===== config.mk =====
export PLATFORM = sky130hd
export DESIGN_NAME = des_key_schedule
export DESIGN_NICKNAME = d
export VERILOG_FILES = /design/src/rtl/des_key_schedule.sv
export SDC_FILE = /design/constraint.sdc
export NUM_CORES = 1
export LEC_CHECK = 0
export CAP_MARGIN = 20
export CORE_ASPECT_RATIO = 0.9
export CORE_MARGIN = 3
export CORE_UTILIZATION = 30
export DETAILED_ROUTE_END_ITERATION = 7
export HOLD_SLACK_MARGIN = 0.15
export MAX_ROUTING_LAYER = met4
export PLACE_DENSITY_LB_ADDON = 0.12
export RECOVER_POWER = 100
export SYNTH_ARGS = -nofsm -noshare
export SYNTH_HDL_FRONTEND = slang
export SYNTH_SLANG_ARGS = --single-unit

===== constraint.sdc =====
create_clock -name clk -period 2 [get_ports clk]
set_input_delay 0.3 -clock clk [delete_from_list [all_inputs] [get_ports clk]]
set_output_delay 0.3 -clock clk [all_outputs]
set_load 0.01 [all_outputs]

===== src/rtl/des_key_schedule.sv =====
// Iterative DES round-key generator: one key in, sixteen 48-bit subkeys out.
// Latency: first subkey is valid the cycle after key accept; then one subkey per cycle.
// Backpressure: sk_valid&~sk_ready holds all state; key_ready is low for the whole schedule.
//
// Ports:
//   clk, rst_n          rising-edge clock, asynchronous active-low reset
//   key_valid/key_ready key offer handshake; key is 64 bits, DES bit 1 = key[63]
//   decrypt             sampled with the key: 0 = K1..K16, 1 = K16..K1
//   sk_valid/sk_ready   subkey stream handshake towards the round datapath
//   sk                  PC-2 output, DES bit 1 = sk[47]
//   sk_round            output index 0..15 (0 = first subkey emitted)
//   sk_last             high with the 16th subkey
//   key_err             one-cycle pulse when a key is rejected for bad byte parity
module des_key_schedule #(
  parameter bit CHECK_PARITY = 1'b0
) (
  input  logic        clk,
  input  logic        rst_n,
  input  logic        key_valid,
  output logic        key_ready,
  input  logic [63:0] key,
  input  logic        decrypt,
  output logic        sk_valid,
  input  logic        sk_ready,
  output logic [47:0] sk,
  output logic [3:0]  sk_round,
  output logic        sk_last,
  output logic        key_err
);

  typedef enum logic {
    IDLE = 1'b0,
    GEN  = 1'b1
  } state_t;

  // PC-1: entry i is the DES key bit (1..64) that lands in CD bit i+1.
  // First 28 entries form C, last 28 form D.
  localparam int unsigned PC1_TAB [56] = '{
    57, 49, 41, 33, 25, 17,  9,
     1, 58, 50, 42, 34, 26, 18,
    10,  2, 59, 51, 43, 35, 27,
    19, 11,  3, 60, 52, 44, 36,
    63, 55, 47, 39, 31, 23, 15,
     7, 62, 54, 46, 38, 30, 22,
    14,  6, 61, 53, 45, 37, 29,
    21, 13,  5, 28, 20, 12,  4
  };

  // PC-2: entry i is the CD bit (1..56) that lands in subkey bit i+1.
  localparam int unsigned PC2_TAB [48] = '{
    14, 17, 11, 24,  1,  5,
     3, 28, 15,  6, 21, 10,
    23, 19, 12,  4, 26,  8,
    16,  7, 27, 20, 13,  2,
    41, 52, 31, 37, 47, 55,
    30, 40, 51, 45, 33, 48,
    44, 49, 39, 56, 34, 53,
    46, 42, 50, 36, 29, 32
  };

  // DES numbers bits from the MSB, so DES bit b of an N-bit vector is index N-b.
  function automatic logic [55:0] pc1(input logic [63:0] k);
    logic [55:0] r;
    r = '0;
    for (int i = 0; i < 56; i++) begin
      r[6'(55 - i)] = k[6'(64 - PC1_TAB[i])];
    end
    return r;
  endfunction

  function automatic logic [47:0] pc2(input logic [55:0] cd);
    logic [47:0] r;
    r = '0;
    for (int i = 0; i < 48; i++) begin
      r[6'(47 - i)] = cd[6'(56 - PC2_TAB[i])];
    end
    return r;
  endfunction

  // Round shift table: rounds 1, 2, 9 and 16 rotate by one, all others by two.
  function automatic logic shift_is_one(input logic [4:0] idx);
    return (idx == 5'd1) || (idx == 5'd2) || (idx == 5'd9) || (idx == 5'd16);
  endfunction

  // Left rotation moves DES bit 2 into bit 1, i.e. towards the MSB here.
  function automatic logic [27:0] rotl28(input logic [27:0] v, input logic two);
    return two ? {v[25:0], v[27:26]} : {v[26:0], v[27]};
  endfunction

  function automatic logic [27:0] rotr28(input logic [27:0] v, input logic two);
    return two ? {v[1:0], v[27:2]} : {v[0], v[27:1]};
  endfunction

  function automatic logic odd_parity_ok(input logic [63:0] k);
    logic ok;
    ok = 1'b1;
    for (int b = 0; b < 8; b++) begin
      ok = ok & (^k[b*8 +: 8]);
    end
    return ok;
  endfunction

  state_t      state_q,   state_d;
  logic [55:0] cd_q,      cd_d;
  logic [3:0]  round_q,   round_d;
  logic        dec_q,     dec_d;
  logic        key_err_q, key_err_d;

  logic [55:0] pc1_key;
  logic [55:0] load_cd;
  logic        key_reject;
  logic [4:0]  enc_idx;
  logic [4:0]  dec_idx;
  logic        step_two;
  logic [55:0] step_cd;

  assign pc1_key = pc1(key);

  // Encrypt preloads the first round's rotation so the register already holds
  // C1D1 when the first subkey is presented. Decrypt starts from C0D0, which
  // equals C16D16 because the rotations over a full schedule sum to 28.
  assign load_cd = decrypt ? pc1_key
                           : {rotl28(pc1_key[55:28], 1'b0), rotl28(pc1_key[27:0], 1'b0)};

  assign key_reject = CHECK_PARITY && !odd_parity_ok(key);

  // Moving from output index round_q to round_q+1: encrypt advances into DES
  // round round_q+2, decrypt steps back out of DES round 16-round_q.
  assign enc_idx  = {1'b0, round_q} + 5'd2;
  assign dec_idx  = 5'd16 - {1'b0, round_q};
  assign step_two = dec_q ? !shift_is_one(dec_idx) : !shift_is_one(enc_idx);
  assign step_cd  = dec_q ? {rotr28(cd_q[55:28], step_two), rotr28(cd_q[27:0], step_two)}
                          : {rotl28(cd_q[55:28], step_two), rotl28(cd_q[27:0], step_two)};

  always_comb begin
    state_d   = state_q;
    cd_d      = cd_q;
    round_d   = round_q;
    dec_d     = dec_q;
    key_err_d = 1'b0;
    case (state_q)
      IDLE: begin
        if (key_valid) begin
          if (key_reject) begin
            key_err_d = 1'b1;
          end else begin
            dec_d   = decrypt;
            cd_d    = load_cd;
            round_d = 4'd0;
            state_d = GEN;
          end
        end
      end
      GEN: begin
        if (sk_ready) begin
          if (round_q == 4'd15) begin
            round_d = 4'd0;
            state_d = IDLE;
          end else begin
            round_d = round_q + 4'd1;
            cd_d    = step_cd;
          end
        end
      end
      default: state_d = IDLE;
    endcase
  end

  always_ff @(posedge clk or negedge rst_n) begin
    if (!rst_n) begin
      state_q   <= IDLE;
      cd_q      <= '0;
      round_q   <= '0;
      dec_q     <= 1'b0;
      key_err_q <= 1'b0;
    end else begin
      state_q   <= state_d;
      cd_q      <= cd_d;
      round_q   <= round_d;
      dec_q     <= dec_d;
      key_err_q <= key_err_d;
    end
  end

  // All outputs come straight from registers so they hold steady under stall.
  assign key_ready = (state_q == IDLE);
  assign sk_valid  = (state_q == GEN);
  assign sk        = pc2(cd_q);
  assign sk_round  = round_q;
  assign sk_last   = (state_q == GEN) && (round_q == 4'd15);
  assign key_err   = key_err_q;

endmodule


# Word level (Yosys, flattened, before mapping)
# Index checks and enable logic that the tools add are counted.
# totals
latch_bits	0
output_inout_bits	56
elab_cells	51
mem_count	0
inputBits	69
reg_bits	62
rom_bits	0
mem_bits_rw	0
# op_classes
n_div	0
n_bitwise	1
n_shift	0
n_mux	19
eq_ne	12
add_sub_neg	3
n_reduce_logical	12
n_mul	0
magnitude_cmp	0
# op_table
op	count
2-to-1 mux 56 bit	4
2-to-1 mux 28 bit	4
case mux 56 bit (2 select lines)	1
2-to-1 mux 33 bit	1
2-to-1 mux 4 bit	3
equality test 5 x 1 -> 1 bit (second input constant)	2
equality test 5 x 2 -> 1 bit (second input constant)	2
equality test 5 x 4 -> 1 bit (second input constant)	2
equality test 5 bit (second input constant)	2
case mux 4 bit (2 select lines)	1
logical OR 1 bit	6
!= test 2 bit (second input constant)	3
adder 4 x 2 -> 5 bit (second input constant)	1
subtractor 5 x 4 -> 5 bit (first input constant)	1
adder 4 x 1 -> 4 bit (second input constant)	1
equality test 4 bit (second input constant)	1
2-to-1 mux 1 bit	4
AND reduction 2 bit	2
AND reduction 3 bit	1
logical NOT 1 bit	2
case mux 1 bit (2 select lines)	1
logical AND 1 bit	1
NOT 1 bit	1

# Depth between registers and ports, before layout
# Gate-level depths: netlist of run 1.
# depth
depth_word	12
ltp_mapped	10

# Worst setup path before layout of run 1
# OpenSTA, ideal clock, no wires.
# synth_path
path_type	flip-flop to flip-flop
from	register round_q[1], in the netlist sk_round[1]
to	register cd_q[10]
stages_incl_launch_ff	10
setup_ns	0.147
path_slack_ns	-0.207
required_time_ns	1.853
period_less_slack_ns	2.207
path_buffers	2
arrival_time_ns	2.060
cell_sequence	dfrtp_1 inv_1 ha_1 nand2b_1 mux2_2 a22o_1 buf_6 buf_6 a221oi_2 o41ai_2
# synth_between
elab_chain_len	12
word_cells_on_any_way	28
classes_between	add/sub: 2; eq/ne: 10; mux: 7; reduce/logical: 9
# synth_rtl
item	line_no	rtl
from (decl)	105	logic [3:0] round_q, round_d;
from (signal assigned)	179	round_q <= round_d;
subtractor 5 x 4 -> 5 bit / adder 4 x 2 -> 5 bit (equally long branches)	130, 129	
equality test 5 x 1 -> 1 bit / equality test 5 x 2 -> 1 bit (equally long branches)	82	return (idx == 5'd1) || (idx == 5'd2) || (idx == 5'd9) || (idx == 5'd16);
logical OR 1 bit (3 in series)	82	
logical NOT 1 bit	131	assign step_two = dec_q ? !shift_is_one(dec_idx) : !shift_is_one(enc_idx);
2-to-1 mux 1 bit	131	
2-to-1 mux 28 bit (on tied branches)	87, 91	
2-to-1 mux 56 bit	132	assign step_cd = dec_q ? {rotr28(cd_q[55:28], step_two), rotr28(cd_q[27:0], step_two)}
2-to-1 mux 56 bit	156	if (round_q == 4'd15) begin
2-to-1 mux 56 bit	155	if (sk_ready) begin
case mux 56 bit (2 select lines)	141	case (state_q)
to (signal assigned)	172	cd_q <= '0;
to (signal assigned)	178	cd_q <= cd_d;
to (decl)	104	logic [55:0] cd_q, cd_d;
# Several ways; a longest one is shown, not always the timed one. The select of a mux whose other input is x is not followed.
# A chain may end at the register's enable or synchronous reset.

# Worst setup path after layout of run 1
# layout_path
from	register round_q[1], in the netlist sk_round[1]
to	register cd_q[55]
# The elaborated chain is that of the path after synthesis.

==> results.cfg, run 1 <==
[setup_path]
startpoint = sk_round[1]
cp-end-kind = register
crit_fanout = 20
r2r_cells = 8
cp-start-kind = register
cp_num_cells = 8
slowest_delay_ns = 0.47
cp.arrival_ns = 2.33
critPathRequiredTime_ns = 2.22
cpLargestDelayFamily = compound AO/OA/AOI/OAI gates
cp_cell_sequence = inv_4, ha_4, o21bai_1, mux2_4, a22o_4, buf_12, a221oi_2, o41ai_2
r2r_start = sk_round[1]
slowest_stage = dfrtp_2
crit_type = reg2reg
cp.buffers_inverters = 2

[floorplan]
fp.coreArea_mm2 = 0.0186
fp.dieW_um = 152
die_h_um = 137
num_rows = 47
io_pins = 125
die_area_mm2 = 0.0209
initial_core_util = 0.309

[pwr]
pwr_density_cell_mw_per_mm2 = 1720
report.power.total_uw = 13800
leakagePower_uw = 0.00321
vdd_drop_max_v = 0.000712

[drt]
post_drt_via_cell_ratio = 5.57
drtPass1Iterations = 4
vias = 5261
drt-wirelength-per-cell_um = 20.0
ant_nets = 0
drc = 0
drtIter0Drc = 333
wirelength_mm = 18.9

[flow_run]
maxCapViolations = 0

[cells_and_area]
fin_nets = 771
antennaDiodeCount = 0
drive_gt1_frac = 0.326
area_growth_syn_to_layout_pct = 39.0
fin_area_mm2 = 0.00801

[min_path]
hp-class = in2reg
min_path_cells = 4
worstHoldStart = decrypt

[synthesis]
ys.flop_type = dfrtp_1
synth_area_leaders = dfrtp_1 27%, o41ai_2 11%, a221oi_2 10%
syn_area_per_cell_um2 = 9.05
synth_edf_count = 0
syn_inst = 637
synth-seq-area-share = 0.269
ys_types = 40
async_flop_share = 1.00
yosysTopAreaCell = dfrtp_1
synth_warnings = 0
yosysTopAreaCellShare = 0.269
ys_seq_elements = 62
synthesis.area_mm2 = 0.00576

[sta]
period_share = 1.06
worst_slack_ns = -0.116
worst_pin_slew_ns = 0.961
hold_viol_final = 0
max_freq_mhz = 473
finalClockSkew_ns = 0.00590
rsz0062_at_grt = yes
fin_tns_setup_ns = -4.62
hold_slack_ns = 0.460
slew_headroom = 0.360
fin_crit_ns = 2.12
slew_violations = 0
finalSetupViolCount = 56

[global_routing]
first_global_vias = 5321
grt_remaining_overflow = 0
grt_pass1_wl_mm = 29.4
grt_start_max_net_pins = 63
antenna_found_initial = 0
grt_usage = 0.177

[clock_network]
tritoncts = yes
root_buffer = clkbuf_16
clkSlewWorstSetupHoldPaths_ns = 0.05
clock_latency_ns = 0.34
cts_buffer_depth = 2
cts_htree_levels = 3
clock_sinks = 62
numCtsBuffers = 9

[run_status]
failed_checks = negative setup slack
status = complete, but fails checks

[place]
gp_congestion = 0.777
place_area_mm2 = 0.00683
io_buffers = 75
dpl.hpwl_mm = 11.5
dp_slack_ns = -0.174
## synth_stat cells, types with 2 or more instances
library cell  count
a21bo_2           2
a21boi_0         56
a21oi_1          37
a221oi_1         17
a221oi_2         40
a31oi_1           2
buf_2            12
buf_4            51
buf_6            10
clkbuf_1         43
dfrtp_1          62
ha_1              7
inv_1             7
mux2i_1          31
nand2_1          29
nand2b_1          3
nand3_1           4
nor2_1          114
nor3_1           31
o21ai_0           5
o41ai_1          16
o41ai_2          40
## cells by family after synthesis
logic type,synth area share
AOI/OAI and AO/OA,0.394
adders and majority gates,0.0152
buffers and inverters,0.130
DFF,0.269
muxes,0.0558
other,0.000651
and+or+nand+nor,0.136
## worst reg2reg max path, stage by stage (launching register included)
cell	delay [ns]
dfrtp_2	0.47
inv_4	0.11
ha_4	0.17
o21bai_1	0.07
mux2_4	0.28
a22o_4	0.30
buf_12	0.20
a221oi_2	0.29
o41ai_2	0.10
## cell type report
class / count / area [um2]
clock buffers: 12 / 256
clock inverters: 4 / 45.0
fillers: 1785 / 10600
inverters: 7 / 33.8
multi-input cells: 467 / 4110
flip-flops and latches: 62 / 1560
well taps: 245 / 307
repair buffers: 148 / 1710
## path summary, 6_finish.rpt
path	endpoint	slack, ns
max	cd_q[55]	-0.12
min	dec_q	0.46
max reg2reg	cd_q[55]	-0.12
min reg2reg	cd_q[50]	0.58
max in group asynchronous	sk_round[2]	0.56
min in group asynchronous	cd_q[36]	0.76
## metal layers
metal  global-route usage  share of wire
met4               0.0459          0.010
met2                0.280           0.48
met3               0.0302          0.043
met1                0.236           0.47
met5                    -              0
## power by group
group / internal [uW] / total [uW] / leakage [uW] / switching, uW
registers: 1860 / 3080 / 0.000750 / 1220
logic: 4560 / 9060 / 0.00231 / 4500
clock network: 1030 / 1630 / 0.000152 / 608
## through the flow
stage                     cells   util
after floorplan             653      -
after global placement      909  0.367
after detailed placement    909  0.367
after CTS                   934  0.400
after global routing        945  0.430
final                       945  0.430
## state kept, by name, indices dropped and copies added (netlist names)
| register | count |
|---|---|
| cd_q | 56 |
| sk_round | 4 |
| dec_q | 1 |
| sk_valid | 1 |
## timing repair
| item | in CTS | in global routing |
|---|---|---|
| hold buffers | 1 | 0 |
| endpoints found under the setup margin | 57 | 57 |
| hold endpoints to repair | 62 | 0 |
| gates resized for setup | 34 | 66 |
| setup buffers | 5 | 3 |
| cloned | 3 | 8 |
| pin swaps | 10 | 19 |
## layout by cell type, fill, tap and decap left out, types with 3 or more instances in the layout
cell type / count
clkbuf_16: 15
buf_2: 3
nand2_1: 28
dfrtp_2: 3
a21oi_1: 37
conb_1: 17
o41ai_2: 51
clkdlybuf4s50_1: 72
ha_4: 4
o21ai_0: 5
nor3_1: 31
buf_16: 4
buf_4: 36
a221oi_2: 38
a21boi_1: 10
a221oi_4: 19
a21boi_0: 42
nor2_1: 112
inv_4: 3
a21boi_2: 4
o41ai_1: 5
mux2i_1: 31
buf_6: 8
buf_12: 14
inv_1: 3
dfrtp_1: 59
clkinv_2: 3
nand3_1: 3
Power figures use the tool's default switching activity.
==> inputs of run 2 (changes only) <==
CAP_MARGIN = not set   (was 20)
==> results of run 2 <==
The final DEF is identical to that of run 1; final timing and power are the same.
==> inputs of run 3 (changes only) <==
CELL_PAD_IN_SITES_DETAIL_PLACEMENT = 0   (was not set)
CELL_PAD_IN_SITES_GLOBAL_PLACEMENT = 2   (was not set)
CORE_UTILIZATION = 28   (was 30)
==> results.cfg, run 3 (synthesized netlist as in run 1, its figures left out) <==
[run_status]
status = complete, but fails checks
failed_checks = negative setup slack

[cells_and_area]
largest_reg_flops = 56
top_register = cd_q
final_common_cell = nor2_1
area_growth_syn_to_layout_pct = 37.9
mostFrequentLayoutCells = 114 x nor2_1, 60 x dfrtp_1, 50 x o41ai_2
antennaDiodeCount = 0
fin_area_mm2 = 0.00795
drive_gt1_frac = 0.299
fin_nets = 765

[drt]
drtPass1Iterations = 4
drt-wirelength-per-cell_um = 20.9
ant_nets = 0
vias = 5281
wirelength_mm = 19.8
post_drt_via_cell_ratio = 5.57
drc = 0
drtIter0Drc = 273

[setup_path]
critPathRequiredTime_ns = 2.22
cp-end-kind = register
reg2reg_to = cd_q[13]
slowest_delay_ns = 0.46
r2r_start = sk_round[2]
cp_cell_sequence = inv_4, ha_4, nand2b_1, mux2_4, a22o_4, clkbuf_16, a221oi_4, o41ai_2
crit_fanout = 13
cpLargestDelayFamily = compound AO/OA/AOI/OAI gates
r2r_slack_ns = -0.09
crit_type = reg2reg
r2r_cells = 8
cp.arrival_ns = 2.31
cp-start-kind = register
slowest_stage = dfrtp_1
cp.buffers_inverters = 2

[floorplan]
initial_core_util = 0.287
fp.dieW_um = 157
io_pins = 125
fp.coreArea_mm2 = 0.0201
die_area_mm2 = 0.0223
num_rows = 49
die_h_um = 142

[clock_network]
root_buffer = clkbuf_16
cts_htree_levels = 3
clkSlewWorstSetupHoldPaths_ns = 0.06
clock_sinks = 62
tritoncts = yes
cts_buffer_depth = 2
numCtsBuffers = 9
clock_latency_ns = 0.34

[global_routing]
grt_usage = 0.180
antenna_found_initial = 0
grt_pass1_wl_mm = 31.4
grt_remaining_overflow = 0
grt_start_max_net_pins = 42
first_global_vias = 5570

[sta]
worst_slack_ns = -0.0937
hold_viol_final = 0
slew_violations = 0
fin_crit_ns = 2.09
max_freq_mhz = 478
period_share = 1.05
rsz0062_at_grt = yes
hold_slack_ns = 0.319
worst_pin_slew_ns = 1.07
finalSetupViolCount = 56
finalClockSkew_ns = 0.00422
slew_headroom = 0.285

[pwr]
p_switching_uw = 6300
power_frac_comb = 0.646
report.power.total_uw = 13000
power_frac_seq = 0.238
pwr_density_cell_mw_per_mm2 = 1640
clkPwrFrac = 0.116
p_int_uw = 6720
switching_share = 0.484
vdd_drop_max_v = 0.00107
leakagePower_uw = 0.00318

[flow_run]
maxCapViolations = 0

[place]
dpl.hpwl_mm = 12.6
io_buffers = 75
gp_congestion = 0.755
place_area_mm2 = 0.00686
dp_slack_ns = -0.175

[min_path]
hp-class = in2async
## run 3: cell count changes in the layout (fill, tap and decap cells not counted), sizes merged, moves of 2 or more
| cell | change |
|---|---|
| buf | -6 |
| clkdlybuf4s50 | -34 |
| clkinv | -2 |
| dlygate4sd3 | +34 |
## run 3: final cells by class
cell class | count | area, um2
Sequential cell | 62 | 1550
Clock buffer | 14 | 264
Timing Repair Buffer | 142 | 1590
Multi-Input combinational cell | 467 | 4180
Tap cell | 255 | 319
Inverter | 7 | 33.8
Clock inverter | 1 | 5.00
Fill cell | 2022 | 12200
## run 3: timing repair
| item | CTS | global route |
|---|---|---|
| pin swaps | 1 | 7 |
| endpoints found under the hold margin | 62 | 0 |
| hold buffers | 1 | 0 |
| setup buffers | 4 | 1 |
| gates resized for setup | 45 | 75 |
| gates cloned | 2 | 3 |
| setup endpoints to repair | 57 | 57 |
## run 3: worst max path at each step
stage	start	to	slack, ns	cells after the start
floorplan	sk_round[2]	cd_q[10]	-0.09	10
global placement	sk_round[1]	cd_q[49]	-0.16	8
detailed placement	sk_round[0]	cd_q[49]	-0.18	8
CTS	sk_round[1]	cd_q[4]	-0.10	7
global route	sk_round[1]	cd_q[28]	-0.18	8
finish	sk_round[2]	cd_q[13]	-0.09	8
## run 3: stage by stage
stage	util	setup TNS [ns]	instances
after CTS	0.371	-3.47	944
final	0.395	-3.64	948
after global routing	0.395	-8.64	948
after global placement	0.341	-5.32	922
after floorplan	-	-2.74	653
after detailed placement	0.341	-6.92	922
## run 3: worst register-to-register path, stage by stage (launching register included)
cell	delay, ns
dfrtp_1	0.46
inv_4	0.06
ha_4	0.16
nand2b_1	0.08
mux2_4	0.31
a22o_4	0.30
clkbuf_16	0.23
a221oi_4	0.30
o41ai_2	0.08
## run 3: per-layer routing
layer / up-vias / track usage / share of wire
li1: 2460 / - / -
met1: 2683 / 0.240 / 0.47
met2: 124 / 0.285 / 0.48
met3: 14 / 0.0322 / 0.040
met4: 0 / 0.0411 / 0.0092
met5: - / - / 0
## run 3: power by group through the flow
stage | registers [uW] | clock network, uW | logic, uW
2_1_floorplan | 2600 | 0 | 5150
3_3_place_gp | 3000 | 0 | 6810
3_5_place_dp | 2990 | 0 | 6880
4_1_cts | 3020 | 1550 | 7510
5_1_grt | 3240 | 1600 | 9050
6_report | 3100 | 1510 | 8410
